$ cat src/rtl/fwd_hazard_ctrl.sv
// fwd_hazard_ctrl -- forwarding selects and stall/bubble/flush control for a 5-stage pipeline.
// Build option: define FWD_HAZARD_FORWARD_EN for EX/MEM + WB forwarding; the default interlocks until writeback.
module fwd_hazard_ctrl #(
  parameter int NB_REG = 5,
  parameter int NB_CNT = 16
) (
  input  logic              i_clock,
  input  logic              i_reset,
  input  logic [NB_REG-1:0] i_id_rs1,
  input  logic [NB_REG-1:0] i_id_rs2,
  input  logic              i_id_rs1_used,
  input  logic              i_id_rs2_used,
  input  logic [NB_REG-1:0] i_id_rd,
  input  logic              i_id_reg_write,
  input  logic              i_id_mem_read,
  input  logic              i_id_valid,
  input  logic              i_branch_taken,
  output logic [1:0]        o_forward_rs1,
  output logic [1:0]        o_forward_rs2,
  output logic              o_stall,
  output logic              o_bubble,
  output logic              o_flush,
  output logic [NB_CNT-1:0] o_stall_cycles,
  output logic [NB_CNT-1:0] o_flush_count,
  output logic [1:0]        o_state
);

  typedef enum logic [1:0] {
    ST_RUN   = 2'd0,
    ST_STALL = 2'd1,
    ST_FLUSH = 2'd2
  } state_t;

  typedef struct packed {
    logic [NB_REG-1:0] rd;
    logic              reg_write;
    logic              mem_read;
  } shadow_t;

  localparam shadow_t SHADOW_NOP = '0;
  localparam int      N_STG      = 3;  // 0 = EX, 1 = MEM, 2 = WB
  localparam int      N_SRC      = 2;
  localparam int      N_CNT      = 2;  // 0 = stall cycles, 1 = flush count

  shadow_t           shadow_q [N_STG];
  shadow_t           ex_d;

  logic [NB_REG-1:0] src_idx   [N_SRC];
  logic [N_SRC-1:0]  src_used;
  logic [N_SRC-1:0]  src_live;
  logic [N_STG-1:0]  src_match [N_SRC];
  logic [N_SRC-1:0]  src_hazard;

  logic              hazard;
  logic              stall;
  logic              flush;
  logic              advance;
  state_t            state_q;
  state_t            state_d;

  logic [NB_CNT-1:0] cnt_q [N_CNT];
  logic [N_CNT-1:0]  cnt_inc;
  logic              unused_bits;

  assign src_idx[0] = i_id_rs1;
  assign src_idx[1] = i_id_rs2;
  assign src_used   = {i_id_rs2_used, i_id_rs1_used};

  genvar gi, gj;
  generate
    for (gi = 0; gi < N_SRC; gi++) begin : g_src
      // x0 and unused sources never produce a dependency.
      assign src_live[gi] = i_id_valid & src_used[gi] & (src_idx[gi] != '0);
      for (gj = 0; gj < N_STG; gj++) begin : g_stg
        assign src_match[gi][gj] = src_live[gi] & shadow_q[gj].reg_write &
                                   (shadow_q[gj].rd == src_idx[gi]);
      end
`ifdef FWD_HAZARD_FORWARD_EN
      // Only a load still in EX has no value on the bypass network yet.
      assign src_hazard[gi] = src_match[gi][0] & shadow_q[0].mem_read;
`else
      assign src_hazard[gi] = |src_match[gi];
`endif
    end
  endgenerate

  assign hazard = |src_hazard;

  // Output decode: redirect outranks the hazard, and reset silences both.
  always_comb begin
    stall = 1'b0;
    flush = 1'b0;
    if (i_reset) begin
      if (i_branch_taken) begin
        flush = 1'b1;
      end else if (hazard) begin
        stall = 1'b1;
      end
    end
  end

  assign o_stall  = stall;
  assign o_bubble = stall;
  assign o_flush  = flush;
  assign advance  = i_id_valid & ~stall & ~flush;

  always_comb begin
    state_d = ST_RUN;
    if (flush) begin
      state_d = ST_FLUSH;
    end else if (stall) begin
      state_d = ST_STALL;
    end
  end

  always_ff @(posedge i_clock or negedge i_reset) begin
    if (!i_reset) begin
      state_q <= ST_RUN;
    end else begin
      state_q <= state_d;
    end
  end

  assign o_state = state_q;

  always_comb begin
    ex_d = SHADOW_NOP;
    if (advance) begin
      ex_d.rd        = i_id_rd;
      ex_d.reg_write = i_id_reg_write;
      ex_d.mem_read  = i_id_mem_read;
    end
  end

  always_ff @(posedge i_clock or negedge i_reset) begin
    if (!i_reset) begin
      for (int s = 0; s < N_STG; s++) begin
        shadow_q[s] <= SHADOW_NOP;
      end
    end else begin
      shadow_q[0] <= ex_d;
      for (int s = 1; s < N_STG; s++) begin
        shadow_q[s] <= shadow_q[s-1];
      end
    end
  end

`ifdef FWD_HAZARD_FORWARD_EN
  logic [1:0] fwd_sel [N_SRC];
  logic [1:0] fwd_q   [N_SRC];

  generate
    for (gi = 0; gi < N_SRC; gi++) begin : g_fwd
      // Youngest producer wins: EX/MEM result before WB result.
      assign fwd_sel[gi] = src_match[gi][0] ? 2'b10 :
                           src_match[gi][1] ? 2'b01 : 2'b00;
    end
  endgenerate

  always_ff @(posedge i_clock or negedge i_reset) begin
    if (!i_reset) begin
      for (int s = 0; s < N_SRC; s++) begin
        fwd_q[s] <= 2'b00;
      end
    end else begin
      for (int s = 0; s < N_SRC; s++) begin
        fwd_q[s] <= advance ? fwd_sel[s] : 2'b00;
      end
    end
  end

  assign o_forward_rs1 = fwd_q[0];
  assign o_forward_rs2 = fwd_q[1];
  assign unused_bits   = ^{src_match[0][2], src_match[1][2], shadow_q[2].mem_read};
`else
  assign o_forward_rs1 = 2'b00;
  assign o_forward_rs2 = 2'b00;
  assign unused_bits   = shadow_q[2].mem_read;
`endif

  assign cnt_inc = {flush, stall};

  always_ff @(posedge i_clock or negedge i_reset) begin
    if (!i_reset) begin
      for (int s = 0; s < N_CNT; s++) begin
        cnt_q[s] <= '0;
      end
    end else begin
      for (int s = 0; s < N_CNT; s++) begin
        if (cnt_inc[s] && (cnt_q[s] != '1)) begin
          cnt_q[s] <= cnt_q[s] + NB_CNT'(1);
        end
      end
    end
  end

  assign o_stall_cycles = cnt_q[0];
  assign o_flush_count  = cnt_q[1];

endmodule

$ cat config.mk
export PLATFORM = sky130hd
export DESIGN_NAME = fwd_hazard_ctrl
export DESIGN_NICKNAME = d
export VERILOG_FILES = /design/src/rtl/fwd_hazard_ctrl.sv
export SDC_FILE = /design/constraint.sdc
export NUM_CORES = 1
export LEC_CHECK = 0
export BUFFER_PORTS_ARGS = -buffer_cell sky130_fd_sc_hd__buf_2
export CAP_MARGIN = 20
export CELL_PAD_IN_SITES_DETAIL_PLACEMENT = 0
export CELL_PAD_IN_SITES_GLOBAL_PLACEMENT = 2
export CORE_MARGIN = 2
export CORE_UTILIZATION = 24
export CTS_CLUSTER_SIZE = 25
export DETAILED_ROUTE_END_ITERATION = 6
export GPL_ROUTABILITY_DRIVEN = 0
export PLACE_DENSITY = 0.62
export SYNTH_ARGS = -nofsm -noshare
export SYNTH_HDL_FRONTEND = slang
export SYNTH_SLANG_ARGS = --single-unit
$ cat constraint.sdc
create_clock -name i_clock -period 2.3 [get_ports i_clock]
set_input_delay 0.115 -clock i_clock [delete_from_list [all_inputs] [get_ports i_clock]]
set_output_delay 0.115 -clock i_clock [all_outputs]
set_load 0.01 [all_outputs]
==> metrics.md, run 1 <==
| Metric | Value |
|---|---|
| Status | complete, but fails checks |
| Violated checks | negative hold slack |
| Clk_skew | about 0.0070 ns |
| Final TNS setup | 0 ns |
| Met2 GRT Util | around 18% |
| Starting Density | between 20% and 30% |
| CTS Buffer Depth | 2 |
| Worst path cell trace | ha_1 -> and3_1 -> and3_1 -> and2_1 -> and3_1 -> a21oi_4 -> buf_4 -> nand4_4 -> xnor2_2 |
| Drt wl/cell | between 10 and 15 microns |
| Gate Count Post-Synth | ~210 |
| Tmin final | 2.15 ns |
| Crit end category | flip-flop |
| Crit Reg-Reg Endpoint | o_stall_cycles[8]$_DFFE_PN0P_ |
| Largest net degree at the start of global routing | 53 |
| # rows | 37 |
| Slew headroom | between 50% and 60% |
| Post-CTS setup buffers | 0 |
| # IOs | 64 |
| Critical path buffers and inverters | 1 |
| Final non-filler cell total | 421 |
| Yosys warning total | 0 |
| Most frequent cells after synthesis | 52 x dfrtp_1, 29 x xor2_1, 27 x xnor2_1, 16 x nand2_1, 12 x nand3_1 |
| Ant. Diodes | 0 |
| Final net count | between 300 and 400 |
| WP data arrival | ~2.3 ns |
| Final setup vio count | 0 |
| First-pass GRT wire length | 9.45 mm |
| Initial antenna violation count | 0 |
| R2R Path Start | o_stall_cycles[0]$_DFFE_PN0P_ |
| Max FO, Critical Path | 7 |
| CP Launch Type | flip-flop |
| CP delay by family, top | simple AND/OR/NAND/NOR gates |
| WL final | approximately 5.6 mm |
| CTS clock-pin slew for the worst setup and hold paths | 0.09 ns |
| Top cells by area, synth | dfrtp_1 52%, xor2_1 10%, xnor2_1 9.4% |
| Die width | approximately 110 microns |
| Hold Buf Count CTS | 0 |
| RSZ-0062 raised after global routing | false |
| Initial DRC count | 20 |
| Cell mode on critical path | and3_1 |
| GR peak layer | met2 |
| Mean Syn Cell Area | 11.8 sq um |
| Ratio of cells with drive above 1 in the final layout | a little under a third |
| Final period util | about 93% |
| Core Util, Final | a little under a third |
| Max Freq | ~470 MHz |
| Yosys cell types | 30 |
| Die area | around 11000 sq um |
| Main synth FF type | dfrtp_1 |
| CTS buffer count | 5 |
| Top cell type by total area after synthesis | dfrtp_1 |
| Top-area cell type share of the netlist area | just over 50% |
| Area grow syn2layout | 23.8% |
| Via count | around 1700 |
| GRT met3 Usage | under 10% |
| First-pass DRT Iterations | 4 |
| Worst path slowest cell | dfrtp_1 |
| H-tree Lvls | 2 |
| Clk sinks | 52 |
| Worst path max stage delay | around 0.44 ns |
| PwrDens | approximately 630 nW/um^2 |
| Max-cap check violation count | 0 |
| Gr ovfl total | 0 |
| # port buffers | 58 |
| Drt via density | around 4.1 |
| Post-synth EDFFs | 0 |
| Final worst setup slack | 0.153 ns |
| Total core area | 10200 sq um |
| Pre-CTS WS | between 0.1 and 0.15 ns |
| Sequential share of the synthesized area | between 50% and 60% |
| CTS tree | done |
| # DRC | 0 |
| CTS Root Cell | clkbuf_8 |
| All-layer global routing usage | between 10% and 20% |
| Mapped Area | 2510 sq um |
| P_leak | 1.56 nW |
| Ys async rst share | 100% |
| Count leader, synth | dfrtp_1 |
| Post-DRT Antenna Nets | 0 |
| VDD IR max | 357 uV |
| DPL Wire Length | around 4.3 mm |
| Worst-Skew Late Latency | between 0.2 and 0.3 ns |
| Die H | around 110 microns |
| Least-Margin Pin Slew | about 0.67 ns |
| Endpoints failing hold | 52 |
| Post_cts resized | 0 |
| Seq cells post-synth | 52 |
| R2R Setup Slk | ~0.15 ns |
| Placed insts | a little over 400 |
| Grt met1 use | between 10% and 20% |
| Crit Path Class | flip-flop to flip-flop |
| Max-slew violations | 0 |
| Hold slack | -0.0214 ns |
| Vias in the first global route | 1874 |
| FF-to-FF path depth | 9 |
| Worst Hold Class | input pin to async pin |
| Worst Path Required | around 2.5 ns |
final cells by class:
type | instances | area [sq um]
timing repair buffer | 67 | 358
clock buffer | 6 | 72.6
fill | 1083 | 7120
tap | 136 | 170
sequential | 52 | 1300
multi-input combinational | 155 | 1160
clock inverter | 2 | 35.0
inverter | 3 | 11.3
sequential cells by signal, indices dropped and copies added, names as in the netlist:
register	count
shadow_q	18
o_flush_count	16
o_state	2
o_stall_cycles	16
kinds of logic after synthesis:
kind of cell	synth area share, %
compound gates	2.79
xor+xnor	20.2
fa+ha+maj	0.997
buf+inv	2.39
flops	51.8
mux	2.14
other cells	0.149
simple gates	19.5
stage by stage:
step	total power [mW]	instance area [sq um]
after floorplan	1.23	2520
after global placement	1.36	2990
after detailed placement	1.36	2990
after CTS	2.01	3090
after global routing	2.08	3110
final	1.95	3110
how the worst max path moves through the flow:
stage                                             start  depth (start not counted)  slack (ns)                       endpoint
after floorplan           o_stall_cycles[0]$_DFFE_PN0P_                          9        0.18  o_stall_cycles[8]$_DFFE_PN0P_
after global routing      o_stall_cycles[0]$_DFFE_PN0P_                          9        0.02  o_stall_cycles[7]$_DFFE_PN0P_
after global placement    o_stall_cycles[0]$_DFFE_PN0P_                          9        0.13  o_stall_cycles[8]$_DFFE_PN0P_
after detailed placement  o_stall_cycles[0]$_DFFE_PN0P_                          9        0.11  o_stall_cycles[8]$_DFFE_PN0P_
after CTS                 o_stall_cycles[0]$_DFFE_PN0P_                          9        0.10  o_stall_cycles[8]$_DFFE_PN0P_
final                     o_stall_cycles[0]$_DFFE_PN0P_                          9        0.15  o_stall_cycles[8]$_DFFE_PN0P_
worst register-to-register path: stages (launching register included):
cell and delay (ns):
dfrtp_1 0.44, ha_1 0.23, and3_1 0.19, and3_1 0.19
and2_1 0.15, and3_1 0.19, a21oi_4 0.23, buf_4 0.18
nand4_4 0.10, xnor2_2 0.14
where the power goes:
group          switching [mW]  internal, mW  total, mW
Sequential             0.0832         0.983       1.07
Clock                   0.292         0.323      0.615
Combinational           0.143         0.129      0.272
cells in the final DEF, fill, tap and decap left out:
cell type,synthesis,final
ha_1,2,2
mux2i_1,2,2
nor4_2,2,2
buf_2,0,58
conb_1,1,4
clkbuf_8,0,5
and4_1,2,2
a21oi_4,1,1
or4_1,2,2
and2b_2,1,1
nand3_2,4,4
and3_4,1,1
nor4_1,4,4
inv_1,3,3
a31oi_4,1,1
clkbuf_1,0,1
nand4_4,1,1
nor2_1,8,8
mux2_2,3,3
buf_4,5,9
bufinv_16,0,1
o211ai_1,2,2
a31o_2,2,2
dfrtp_1,52,52
nand2_1,16,16
clkinv_2,0,1
nand3_1,12,12
xnor2_2,1,1
xor2_1,29,29
and2_1,10,10
xnor2_1,27,27
and3_1,9,9
nand4_1,8,8
nand2b_1,1,1
metal layers:
| layer | part of all wire, % | wire, microns |
|---|---|---|
| met4 | 1.4 | 78 |
| met5 | 0 | 0 |
| met1 | 45 | 2500 |
| met3 | 5.1 | 287 |
| met2 | 49 | 2720 |
Note: power is estimated with default switching activity, not from simulation.
==> run 2, diff against run 1 <==
- CORE_UTILIZATION: 24 -> 28
- PLACE_DENSITY: 0.62 -> 0.7
==> metrics.md, run 2 (synthesis results as in run 1) <==
| Metric | Value |
|---|---|
| Final setup vio count | 0 |
| CTS tree | done |
| Initial antenna violation count | 0 |
| Final worst setup slack | 0.149 ns |
| Worst Path Required | 2.18 ns |
| Max Freq | roughly 460 MHz |
| Ant. Diodes | 0 |
| Max reg flops | 18 |
| Final non-filler cell area | 3070 sq um |
| Largest net degree at the start of global routing | 36 |
| # rows | 34 |
| Starting Density | 28.8% |
| PwrDens | approximately 610 nW/um^2 |
| Endpoints failing hold | 0 |
| WP data arrival | around 2 ns |
| All-layer global routing usage | around 11% |
| Worst path cell trace | xor2_1 -> nor4_2 -> nand3_1 -> a31o_2 -> nand2_1 -> buf_2 |
| Stages on worst setup path | 6 |
| Highest-count cells in the layout ignoring fill and taps | 58 x buf_2, 51 x dfrtp_1, 29 x xor2_1 |
| R2R Setup Slk | roughly 0.15 ns |
| Fillcell total | approximately 890 |
| CP Launch Type | flip-flop |
| Crit Path Class | flip-flop to output pin |
| Placed cell area | 2940 sq um |
| Total core area | 8720 sq um |
| Final net count | roughly 310 |
| Clk sinks | 52 |
| Ratio of cells with drive above 1 in the final layout | between 30% and 40% |
| DPL Wire Length | 4.09 mm |
| Tmin final | 2.15 ns |
| Placed insts | roughly 380 |
| Via count | 1699 |
| Clk_skew | 0.00325 ns |
| First-pass DRT Iterations | 4 |
| Gr ovfl total | 0 |
| H-tree Lvls | 2 |
| Post-DRT Antenna Nets | 0 |
| Initial DRC count | 32 |
| FF-to-FF path depth | 9 |
| Die area | ~10000 sq um |
| VDD IR max | 230 uV |
| Largest register by flop count | shadow_q |
| CTS buffer count | 5 |
| WL final | roughly 5.3 mm |
| Final non-filler cell total | ~390 |
| Die width | between 90 and 100 microns |
| CTS clock-pin slew for the worst setup and hold paths | ~0.090 ns |
| Vias in the first global route | approximately 1800 |
| Max-cap check violation count | 0 |
| # IOs | 64 |
| Worst path slowest cell | dfrtp_1 |
| Die H | approximately 100 microns |
| Max-slew violations | 0 |
| # DRC | 0 |
| CTS Root Cell | clkbuf_8 |
| Critical path buffers and inverters | 1 |
| Area grow syn2layout | 22.4% |
| Worst Hold Class | input pin to flip-flop |
| Drt wl/cell | roughly 14 microns |
| Crit end category | output pin |
| Core Util, Final | between 30% and 40% |
| CTS Buffer Depth | 2 |
| FF/Latch Area | ~1300 sq um |
| Hold slack | roughly 0.016 ns |
| Status | finished, final reports clean |
| P_leak | 1.56 nW |
| Max FO, Critical Path | 5 |
| CP delay by family, top | simple AND/OR/NAND/NOR gates |
| Worst-Skew Late Latency | 0.30 ns |
| # port buffers | 58 |
| Pre-CTS WS | 0.125 ns |
| First-pass GRT wire length | about 8.9 mm |
| Final period util | around 94% |
| Hold Crit Depth | 2 |
| Most common cell after layout, fill and taps aside | buf_2 |
| Worst path max stage delay | between 0.4 and 0.5 ns |
| Drt via density | 4.32 |
| Area of the multi-input gates | between 1000 and 1500 sq um |
## run 2: cell types whose count changed in the layout (fill, tap and decap cells not counted), sizes merged
cell	before	now
clkinv	1	2
dlygate4sd3	0	2
bufinv	1	0
buf	67	65
## run 2: power breakdown
group | total [mW] | switching [mW] | internal [mW]
registers | 1.07 | 0.0826 | 0.984
logic | 0.274 | 0.142 | 0.132
clock network | 0.540 | 0.299 | 0.241
## run 2: through the flow
step | power [mW] | TNS (ns)
3_3_place_gp | 1.36 | 0
4_1_cts | 1.91 | 0
3_5_place_dp | 1.36 | 0
6_report | 1.88 | 0
5_1_grt | 1.99 | -0.0135
2_1_floorplan | 1.23 | 0
## run 2: cell type report
type | instances | share of cell area, %
Multi-Input combinational cell | 155 | 37.8
Clock inverter | 2 | 0.326
Inverter | 3 | 0.367
Sequential cell | 52 | 42.4
Timing Repair Buffer | 67 | 12.1
Tap cell | 108 | 4.40
Clock buffer | 6 | 2.69
## run 2: final timing paths
| check | startpoint | to |
|---|---|---|
| max in group asynchronous | i_reset | o_stall_cycles[0]$_DFFE_PN0P_ |
| max reg2reg | o_stall_cycles[0]$_DFFE_PN0P_ | o_stall_cycles[15]$_DFFE_PN0P_ |
| min reg2reg | shadow_q[15]$_DFF_PN0_ | shadow_q[8]$_DFF_PN0_ |
| min in group asynchronous | i_reset | o_state[1]$_DFF_PN0_ |
| min | i_id_reg_write | shadow_q[15]$_DFF_PN0_ |
| max | shadow_q[6]$_DFF_PN0_ | o_bubble |
## run 2: routing by layer
layer  vias up  part of all wire, %  track usage, %
li1        859                    -               -
met1       796                   46            15.1
met2        37                   48            18.8
met3         7                  4.0            2.41
met4         0                  1.9            3.90
met5         -                    0               0
## run 2: repair_timing
item                       4_1_cts  5_1_grt
setup endpoints to repair        0        4
gates resized for setup          0        3
hold buffers                     2        0
hold endpoints to repair        53        0
buffers inserted                 0        1
==> run 3, diff against run 2 <==
- CORE_UTILIZATION: 28 -> 34
- PLACE_DENSITY: 0.7 -> 0.82
- REMOVE_ABC_BUFFERS: unset -> 1
==> metrics.md, run 3 (synthesis results as in run 1) <==
| Metric | Value |
|---|---|
| Crit end category | flip-flop |
| WL final | between 5 and 6 mm |
| Ant. Diodes | 0 |
| Seq pwr share | between 50 and 60% |
| Post-CTS setup buffers | 0 |
| Final net count | 307 |
| Clk network pwr share | between 20% and 30% |
| Most common cell after layout, fill and taps aside | buf_2 |
| Cell mode on critical path | and3_1 |
| Final period util | a little over nine tenths |
| Die width | approximately 90 microns |
| Post_cts resized | 0 |
| Clk_skew | about 0.015 ns |
| VDD IR max | 308 uV |
| H-tree Lvls | 2 |
| Drt via density | around 4.6 |
| Placed cell area | around 2900 sq um |
| Gr ovfl total | 0 |
| PwrDens | around 600 nW/um^2 |
| Switching power share of the total | roughly 27% |
| Max Freq | 463 MHz |
| Via count | 1755 |
| RSZ-0062 raised after global routing | false |
| CTS clock-pin slew for the worst setup and hold paths | about 0.10 ns |
| Part of the power in combinational logic | 15.2% |
| Largest register by flop count | shadow_q |
| Worst path max stage delay | roughly 0.39 ns |
| Worst Path Required | 2.48 ns |
| Drt wl/cell | approximately 13 microns |
| Endpoints failing hold | 0 |
| Post-DRT Antenna Nets | 0 |
| CP delay by family, top | simple AND/OR/NAND/NOR gates |
| DPL Wire Length | 3.86 mm |
| CP Launch Type | flip-flop |
| Crit Path Class | flip-flop to flip-flop |
| FF/Latch Area | around 1300 sq um |
| CTS Root Cell | clkbuf_8 |
| Clk sinks | between 50 and 60 |
| First-pass DRT Iterations | 4 |
| Highest-count cells in the layout ignoring fill and taps | 58 x buf_2, 52 x dfrtp_1, 29 x xor2_1 |
| First-pass GRT wire length | about 8.6 mm |
| Fillcell total | ~760 |
| Status | finished, final reports clean |
| Die area | 8090 sq um |
| Sw Pwr | roughly 0.50 mW |
| Tmin final | roughly 2.2 ns |
| Total core area | around 7200 sq um |
| Max reg flops | 18 |
| Die H | about 90 microns |
| Final TNS setup | 0 ns |
| Hold slack | about 0.012 ns |
| P_leak | 1.54 nW |
| Ratio of cells with drive above 1 in the final layout | a little under a third |
| CTS Buffer Depth | 2 |
| Critical path buffers and inverters | 1 |
| Worst Hold Class | input pin to flip-flop |
| # rows | 31 |
| # IOs | between 60 and 70 |
| Starting Density | about a third |
| Initial DRC count | a little under 90 |
| Placed insts | roughly 370 |
| # port buffers | a little under 60 |
| # DRC | 0 |
| Area of the multi-input gates | approximately 1200 sq um |
| Final setup vio count | 0 |
| R2R Setup Slk | approximately 0.14 ns |
| CTS tree | done |
| Final non-filler cell total | 381 |
| Worst-Skew Late Latency | 0.30 ns |
| Initial antenna violation count | 0 |
| CTS buffer count | 5 |
| All-layer global routing usage | a little over an eighth |
| Internal | approximately 1.3 mW |
| Area grow syn2layout | 20.8% |
| Hold Buf Count CTS | 1 |
| Pre-CTS WS | between 0.1 and 0.15 ns |
| Final non-filler cell area | 3030 sq um |
| Final worst setup slack | 0.142 ns |
| Max FO, Critical Path | 14 |
| Largest net degree at the start of global routing | 40 |
| Worst path cell trace | ha_1 -> and3_1 -> and3_1 -> and2_1 -> and3_1 -> a21oi_4 -> buf_12 -> mux2_2 |
| WP data arrival | 2.34 ns |
| Max-slew violations | 0 |
| Worst path slowest cell | dfrtp_1 |
| Max-cap check violation count | 0 |
| Vias in the first global route | approximately 1700 |
run 3: layer usage:
metal	global-route usage, %	wire length [microns]
met1	17.7	2350
met2	21.0	2430
met3	3.02	204
met4	4.74	97
met5	0	0
run 3: worst paths after layout:
kind                                                from                             to  cells after the start
setup / recovery           o_stall_cycles[0]$_DFFE_PN0P_  o_stall_cycles[1]$_DFFE_PN0P_                      8
hold / removal                                i_id_rd[1]         shadow_q[17]$_DFF_PN0_                      2
setup reg to reg           o_stall_cycles[0]$_DFFE_PN0P_  o_stall_cycles[1]$_DFFE_PN0P_                      8
hold reg to reg                   shadow_q[15]$_DFF_PN0_          shadow_q[8]$_DFF_PN0_                      0
max in group asynchronous                        i_reset           o_state[1]$_DFF_PN0_                      3
min in group asynchronous                        i_reset  o_flush_count[15]$_DFFE_PN0P_                      3
run 3: stage by stage:
| stage | total power [mW] | util, % |
|---|---|---|
| 2_1_floorplan | 1.22 | - |
| 3_3_place_gp | 1.36 | 40.8 |
| 3_5_place_dp | 1.36 | 40.8 |
| 4_1_cts | 1.85 | 42.0 |
| 5_1_grt | 1.93 | 42.0 |
| 6_report | 1.83 | 42.0 |
run 3: final cells by class:
type	count	share of cell area (%)
Timing Repair Buffer	65	11.8
Clock inverter	1	0.165
Multi-Input combinational cell	155	38.3
Inverter	3	0.371
Sequential cell	52	42.9
Clock buffer	6	2.39
Tap cell	99	4.09
run 3: power by group through the flow:
stage	clock network, mW	registers, mW	logic [mW]
final	0.489	1.06	0.277
after global routing	0.546	1.07	0.308
after CTS	0.507	1.06	0.283
after detailed placement	0	1.08	0.280
after global placement	0	1.08	0.281
after floorplan	0	1.10	0.123
